**config.mk**
```make
export PLATFORM = sky130hd
export DESIGN_NAME = key_debounce_conditioner
export DESIGN_NICKNAME = d
export VERILOG_FILES = /design/src/rtl/key_debounce_conditioner.sv
export SDC_FILE = /design/constraint.sdc
export NUM_CORES = 1
export LEC_CHECK = 0
export CELL_PAD_IN_SITES_DETAIL_PLACEMENT = 1
export CELL_PAD_IN_SITES_GLOBAL_PLACEMENT = 1
export CORE_MARGIN = 2
export CORE_UTILIZATION = 40
export CTS_BUF_LIST = sky130_fd_sc_hd__clkbuf_4 sky130_fd_sc_hd__clkbuf_8
export CTS_CLUSTER_SIZE = 14
export DETAILED_ROUTE_END_ITERATION = 8
export DONT_BUFFER_PORTS = 1
export MAX_ROUTING_LAYER = met4
export PLACE_DENSITY = 0.66
export SKIP_CTS_REPAIR_TIMING = 1
export SYNTH_ARGS = -nofsm -noshare
export SYNTH_HDL_FRONTEND = slang
export SYNTH_SLANG_ARGS = --single-unit
```
**constraint.sdc**
```tcl
create_clock -name clk -period 7.9 [get_ports clk]
set_clock_uncertainty 0.15 [all_clocks]
set_input_delay 1.185 -clock clk [delete_from_list [all_inputs] [get_ports clk]]
set_output_delay 1.185 -clock clk [all_outputs]
set_load 0.02 [all_outputs]
```
**src/rtl/key_debounce_conditioner.sv**
```systemverilog
// Push-button conditioner: 2-flop synchroniser, per-key debounce FSM, active-high
// stable level for the PIO in_port plus registered press/release pulses.
module key_debounce_conditioner #(
    parameter int N_KEYS          = 2,
    parameter bit ACTIVE_LOW      = 1'b1,
    parameter int DEBOUNCE_CYCLES = 1000000,
    parameter int CNT_W           = 20
) (
    input  logic              clk,
    input  logic              reset_n,
    input  logic [N_KEYS-1:0] key_raw,
    output logic [N_KEYS-1:0] key_level,
    output logic [N_KEYS-1:0] key_press,
    output logic [N_KEYS-1:0] key_release
);

    typedef enum logic [1:0] {
        RELEASED     = 2'd0,
        PRESS_WAIT   = 2'd1,
        PRESSED      = 2'd2,
        RELEASE_WAIT = 2'd3
    } state_t;

    localparam logic [N_KEYS-1:0] IDLE_LVL = {N_KEYS{ACTIVE_LOW}};
    localparam logic [CNT_W-1:0]  TARGET   = CNT_W'(DEBOUNCE_CYCLES);
    localparam logic [CNT_W-1:0]  ONE      = CNT_W'(1);

    logic [N_KEYS-1:0] s1_q;
    logic [N_KEYS-1:0] s2_q;
    logic [N_KEYS-1:0] p;

    // s1 may go metastable; only s2 reads it.
    always_ff @(posedge clk or negedge reset_n) begin
        if (!reset_n) begin
            s1_q <= IDLE_LVL;
            s2_q <= IDLE_LVL;
        end else begin
            s1_q <= key_raw;
            s2_q <= s1_q;
        end
    end

    assign p = s2_q ^ IDLE_LVL;

    for (genvar i = 0; i < N_KEYS; i++) begin : g_key
        state_t           state_q, state_d;
        logic [CNT_W-1:0] cnt_q, cnt_d;
        logic [CNT_W-1:0] cnt_inc;
        logic             level_q, level_d;
        logic             press_q, press_d;
        logic             rel_q, rel_d;

        assign cnt_inc = cnt_q + ONE;

        always_ff @(posedge clk or negedge reset_n) begin
            if (!reset_n) begin
                state_q <= RELEASED;
                cnt_q   <= '0;
                level_q <= 1'b0;
                press_q <= 1'b0;
                rel_q   <= 1'b0;
            end else begin
                state_q <= state_d;
                cnt_q   <= cnt_d;
                level_q <= level_d;
                press_q <= press_d;
                rel_q   <= rel_d;
            end
        end

        // cnt holds the number of consecutive new-level samples already seen; the
        // change is accepted on the sample that brings that number to DEBOUNCE_CYCLES.
        always_comb begin
            state_d = state_q;
            cnt_d   = cnt_q;
            level_d = level_q;
            press_d = 1'b0;
            rel_d   = 1'b0;
            case (state_q)
                RELEASED: begin
                    if (p[i]) begin
                        if (TARGET == ONE) begin
                            state_d = PRESSED;
                            level_d = 1'b1;
                            press_d = 1'b1;
                            cnt_d   = '0;
                        end else begin
                            state_d = PRESS_WAIT;
                            cnt_d   = ONE;
                        end
                    end
                end
                PRESS_WAIT: begin
                    if (!p[i]) begin
                        state_d = RELEASED;
                        cnt_d   = '0;
                    end else if (cnt_inc == TARGET) begin
                        state_d = PRESSED;
                        level_d = 1'b1;
                        press_d = 1'b1;
                        cnt_d   = '0;
                    end else begin
                        cnt_d = cnt_inc;
                    end
                end
                PRESSED: begin
                    if (!p[i]) begin
                        if (TARGET == ONE) begin
                            state_d = RELEASED;
                            level_d = 1'b0;
                            rel_d   = 1'b1;
                            cnt_d   = '0;
                        end else begin
                            state_d = RELEASE_WAIT;
                            cnt_d   = ONE;
                        end
                    end
                end
                RELEASE_WAIT: begin
                    if (p[i]) begin
                        state_d = PRESSED;
                        cnt_d   = '0;
                    end else if (cnt_inc == TARGET) begin
                        state_d = RELEASED;
                        level_d = 1'b0;
                        rel_d   = 1'b1;
                        cnt_d   = '0;
                    end else begin
                        cnt_d = cnt_inc;
                    end
                end
                default: begin
                    state_d = RELEASED;
                    cnt_d   = '0;
                end
            endcase
        end

        assign key_level[i]   = level_q;
        assign key_press[i]   = press_q;
        assign key_release[i] = rel_q;
    end

endmodule

```
; Word-level counts from Yosys, hierarchy flattened
; Cells that the tools add are included.
[op_classes]
n_addsub = 2
eq_ne = 24
mux = 46
bitwise_logic = 1
n_reduce_logical = 10
[ops]
columns = cell, count
row1 = $mux 20, 10
row2 = $pmux 20 s4, 2
row3 = $add 20x1->20 const B, 2
row4 = $eq 20x20->1 const B, 2
row5 = $mux 2, 12
row6 = $ne 2x2->1 const B, 12
row7 = $mux 1, 18
row8 = $pmux 2 s4, 2
row9 = $ne 3x3->1 const B, 4
row10 = $reduce_and 5->1, 2
row11 = $eq 2x2->1 const B, 4
row12 = $reduce_and 4->1, 2
row13 = $eq 2x1->1 const B, 2
row14 = $logic_not 2->1, 2
row15 = $pmux 1 s2, 2
row16 = $reduce_and 2->1, 2
row17 = $reduce_bool 2->1, 2
row18 = $not 2->2, 1
[totals]
regBits = 54
input_bits = 4
elab_cells = 95

; Longest topological paths before layout
[logic_depth]
ltp_word = 5
mapped_depth = 9
ltp_nobuf = 8

; Worst setup path before layout
; OpenSTA, ideal clock, no wires.
[synth_timing]
kind = flip-flop to flip-flop
start = reg g_key[0].cnt_q[0]
end = reg g_key[0].cnt_q[9]
arrival_time_ns = 2.544
required_time_ns = 7.624
setup_slack_ns = 5.080
stages_incl_launch_ff = 9
period_less_slack_ns = 2.820
path_cell_list = dfrtp_1 -> ha_1 -> nand3_2 -> or4_4 -> nor3_4 -> o21ai_2 -> nor4_4 -> nor2_2 -> a311o_1
[synth_between]
elab_chain_len = 5
elab_cells_between_ends = 6
classes_between = add/sub (1) / eq/ne (1) / mux (4)
[synth_rtl]
columns = item, line
row1 = from (decl), 47  ; logic [CNT_W-1:0] cnt_q, cnt_d;
row2 = from (signal assigned), 64  ; cnt_q <= cnt_d;
row3 = $add 20x1->20 *, 53  ; assign cnt_inc = cnt_q + ONE;
row4 = $eq 20x20->1, "97, 123"
row5 = $mux 20 *, "97, 123"
row6 = "$mux 20, on equally long branches", "120, 94"
row7 = $pmux 20 s4 *, 79  ; case (state_q)
; Mark *: on every way between the ends. The rest lies on a longest branch, timed or not.
; A chain may end at the register's enable or synchronous reset.

; Final worst setup path
[layout_timing]
start = reg g_key[1].cnt_q[2]
end = reg g_key[1].cnt_q[17]
[layout_between]
elab_chain_len = 5
elab_cells_between_ends = 6
classes_between = add/sub (1) / eq/ne (1) / mux (4)
[layout_rtl]
columns = item, line
row1 = from (decl), 47
row2 = from (signal assigned), 64
row3 = $add 20x1->20 *, 53
row4 = $eq 20x20->1, "97, 123"
row5 = $mux 20 *, "97, 123"
row6 = "$mux 20, on equally long branches", "120, 94"
row7 = $pmux 20 s4 *, 79
; Marked as above.

==> out/metrics.cfg <==
[pwr]
cellPowerDensity_nw_per_um2 = 145
total_power_uw = 486
p_int_uw = 357
p_leak_nw = 1.42
p_sw_frac = 0.266
peakVddDrop_uv = 87.8
combPwrFrac = 0.052
p_clk_frac = 0.352
pwr-share-seq = 0.595
power.switching_uw = 129

[logic_synthesis]
synth_area_um2 = 3230
syn_nets = 365
synthCells = 359
ys_seq_area_frac = 0.420
yosysWarningCount = 0
avgSynthCellArea_um2 = 9.00
ys_ff_latch = 54
synth_cell_type_count = 55

[placement]
gp_congestion = 0.830
dpl.cell_count = 440
io_buffers = 0
dp_hpwl_mm = 5.72

[layout]
fin_cells = 448
area_delta_synth_final_pct = 3.72
drive_above_1_share = 0.0723
fill_cells = 939
nets = 351
antenna_cells = 0

[global_route]
grt_max_degree = 55
grt_use_total = 0.206
grt_pass1_vias = 2811
grt_antenna_before_repair = 0
grt_overflow_total = 0
grt_pass1_wl_mm = 14.0

[clocking]
clkLatencyLatePin_ns = 0.32
htree_num_levels = 2
root_buffer = clkbuf_8
numCtsBuffers = 5
cts_tree = yes
clk_pin_slew_ns = 0.11
clkSinkCount = 54
clock_path_buffers = 2

[worst_setup_path]
timing.rr.start = g_key[1].cnt_q[2]
cp-start-kind = flip-flop
crit_fanout = 14
worst_r2r_path_depth = 7
startpoint = g_key[1].cnt_q[2]
critPathKind = flip-flop to flip-flop
critPathRequiredTime_ns = 7.97
critPathArrivalTime_ns = 3.52
end_kind = flip-flop

[floorplanning]
fp.dieW_um = 93.9
num_rows = 32
die_y_um = 93.9
core_um2 = 7770
dieArea_um2 = 8810
io_pins = 10
initial_utilization = 0.416

[timing]
period_share = 0.438
hold_violations = 0
tns_ns = 0
tightest_slew_ns = 0.937
clock.fmax_mhz = 289
rsz0062_at_grt = false
setup_viol = 0
maxSlewViolCount = 0
fin_crit_ns = 3.46
maxSlewHeadroom = 0.371

[routing]
wl_per_cell_um = 18.2
drt_iter0_markers = 77
wirelength_mm = 8.17
via_per_inst = 5.99
vias = 2685
first_pass_iters = 4
drc = 0
postRouteAntennaNets = 0

[worst_hold_path]
min_path_cells = 0
min_from = s1_q[1]
hp-class = flip-flop to flip-flop

[outcome]
status = complete, no violations

[job]
drv_cap = 0

-- logic make-up after synthesis --
logic type / Yosys count / share of synthesized area
mux: 6 / 0.0186
simple gates: 158 / 0.282
fa+ha+maj: 2 / 0.00775
compound gates: 96 / 0.198
flops: 54 / 0.420
buf+inv: 34 / 0.0488
xor+xnor: 9 / 0.0244
-- final cells by class --
class / instances / area (um2) / share of cell area
Multi-Input combinational cell: 271 / 1720 / 0.512
Sequential cell: 54 / 1360 / 0.405
Tap cell: 102 / 128 / 0.0381
Clock buffer: 5 / 68.8 / 0.0205
Inverter: 12 / 45.0 / 0.0134
Clock inverter: 3 / 28.8 / 0.00859
Timing Repair Buffer: 1 / 7.51 / 0.00224
-- path summary, 6_finish.rpt --
check                                      to  slack (ns)
hold reg to reg                       s2_q[1]        0.21
hold / removal                        s2_q[1]        0.21
setup / recovery           g_key[1].cnt_q[17]        4.44
max in group asynchronous             s1_q[0]        6.99
setup reg to reg           g_key[1].cnt_q[17]        4.44
min in group asynchronous   g_key[1].cnt_q[4]        0.39
-- power by group through the flow --
stage | clock [mW] | sequential [mW] | combinational, mW
after floorplan | 0 | 0.292 | 0.0191
after global placement | 0 | 0.294 | 0.0244
after detailed placement | 0 | 0.295 | 0.0256
after CTS | 0.183 | 0.289 | 0.0257
after global routing | 0.190 | 0.291 | 0.0285
final | 0.171 | 0.289 | 0.0254
-- registers in the layout, indices dropped and copies added, names as in the netlist, named ones only --
register,flops
g_key.cnt_q,40
g_key.level_q,2
g_key.press_q,2
g_key.rel_q,2
g_key.state_q,2
s1_q,2
s2_q,2
-- cells in the mapped netlist (all sizes together) --
library cell | n | share of area
nor4 | 13 | 0.030
nor2 | 25 | 0.030
or3 | 5 | 0.0097
o2111a | 1 | 0.0035
a31oi | 6 | 0.012
a211o | 2 | 0.0054
a21oi | 16 | 0.025
o2111ai | 1 | 0.0027
mux2i | 6 | 0.019
nand4 | 11 | 0.025
o21a | 2 | 0.0046
a311o | 1 | 0.0031
ha | 2 | 0.0077
nor3 | 13 | 0.024
o31ai | 14 | 0.033
and2 | 7 | 0.014
o22ai | 1 | 0.0019
a21o | 9 | 0.021
nor2b | 1 | 0.0019
a22o | 5 | 0.014
o2bb2ai | 2 | 0.0054
xor2 | 3 | 0.0081
dfrtp | 50 | 0.39
clkbuf | 10 | 0.012
or2 | 2 | 0.0039
nand2b | 5 | 0.0097
or4 | 3 | 0.0093
xnor2 | 6 | 0.016
o21ai | 25 | 0.040
dfstp | 4 | 0.033
inv | 12 | 0.014
nand2 | 28 | 0.033
buf | 12 | 0.023
o41ai | 1 | 0.0027
a32o | 2 | 0.0062
nor4b | 2 | 0.0054
and4 | 2 | 0.0054
o211ai | 4 | 0.0093
nand3 | 16 | 0.030
o211a | 1 | 0.0031
and4b | 1 | 0.0031
nor3b | 6 | 0.014
a211oi | 3 | 0.0070
and3 | 18 | 0.035
-- through the flow --
| step | util | area (um2) | hold slack [ns] | setup WS [ns] |
|---|---|---|---|---|
| 2_1_floorplan | - | 3230 | 0.195 | 5.08 |
| 3_3_place_gp | 0.419 | 3250 | 0.198 | 4.64 |
| 3_5_place_dp | 0.419 | 3250 | 0.197 | 4.45 |
| 4_1_cts | 0.431 | 3350 | 0.214 | 4.44 |
| 5_1_grt | 0.431 | 3350 | 0.219 | 4.10 |
| 6_report | 0.431 | 3350 | 0.213 | 4.44 |
-- placed cells by master, fill, tap and decap left out, types with 9 or more instances in the layout --
| cell | synthesis | layout |
|---|---|---|
| nor4_1 | 12 | 12 |
| a21oi_1 | 16 | 16 |
| o21ai_0 | 23 | 23 |
| dfrtp_1 | 50 | 50 |
| o31ai_1 | 14 | 14 |
| inv_1 | 12 | 12 |
| nand4_1 | 9 | 9 |
| nand2_1 | 28 | 28 |
| a21o_1 | 9 | 9 |
| and3_1 | 18 | 18 |
| nor2_1 | 24 | 24 |
| nor3_1 | 12 | 12 |
| nand3_1 | 14 | 14 |
-- routing by layer --
layer	GRT usage	routed length, um	vias to the layer above
li1	-	-	1307
met1	0.238	3690	1336
met2	0.373	4170	27
met3	0.0297	174	15
met4	0.0604	133	0
met5	-	0	-
-- worst max-delay path, cell delays in order, from the launching register on --
cell	delay (ns)
dfrtp_1	0.45
nand3_1	0.34
nor4_1	0.64
o211a_1	0.25
o2111ai_1	0.16
o21ai_1	0.79
o21ai_0	0.29
a22o_1	0.28
No activity file was read; power rests on OpenSTA's default activity.
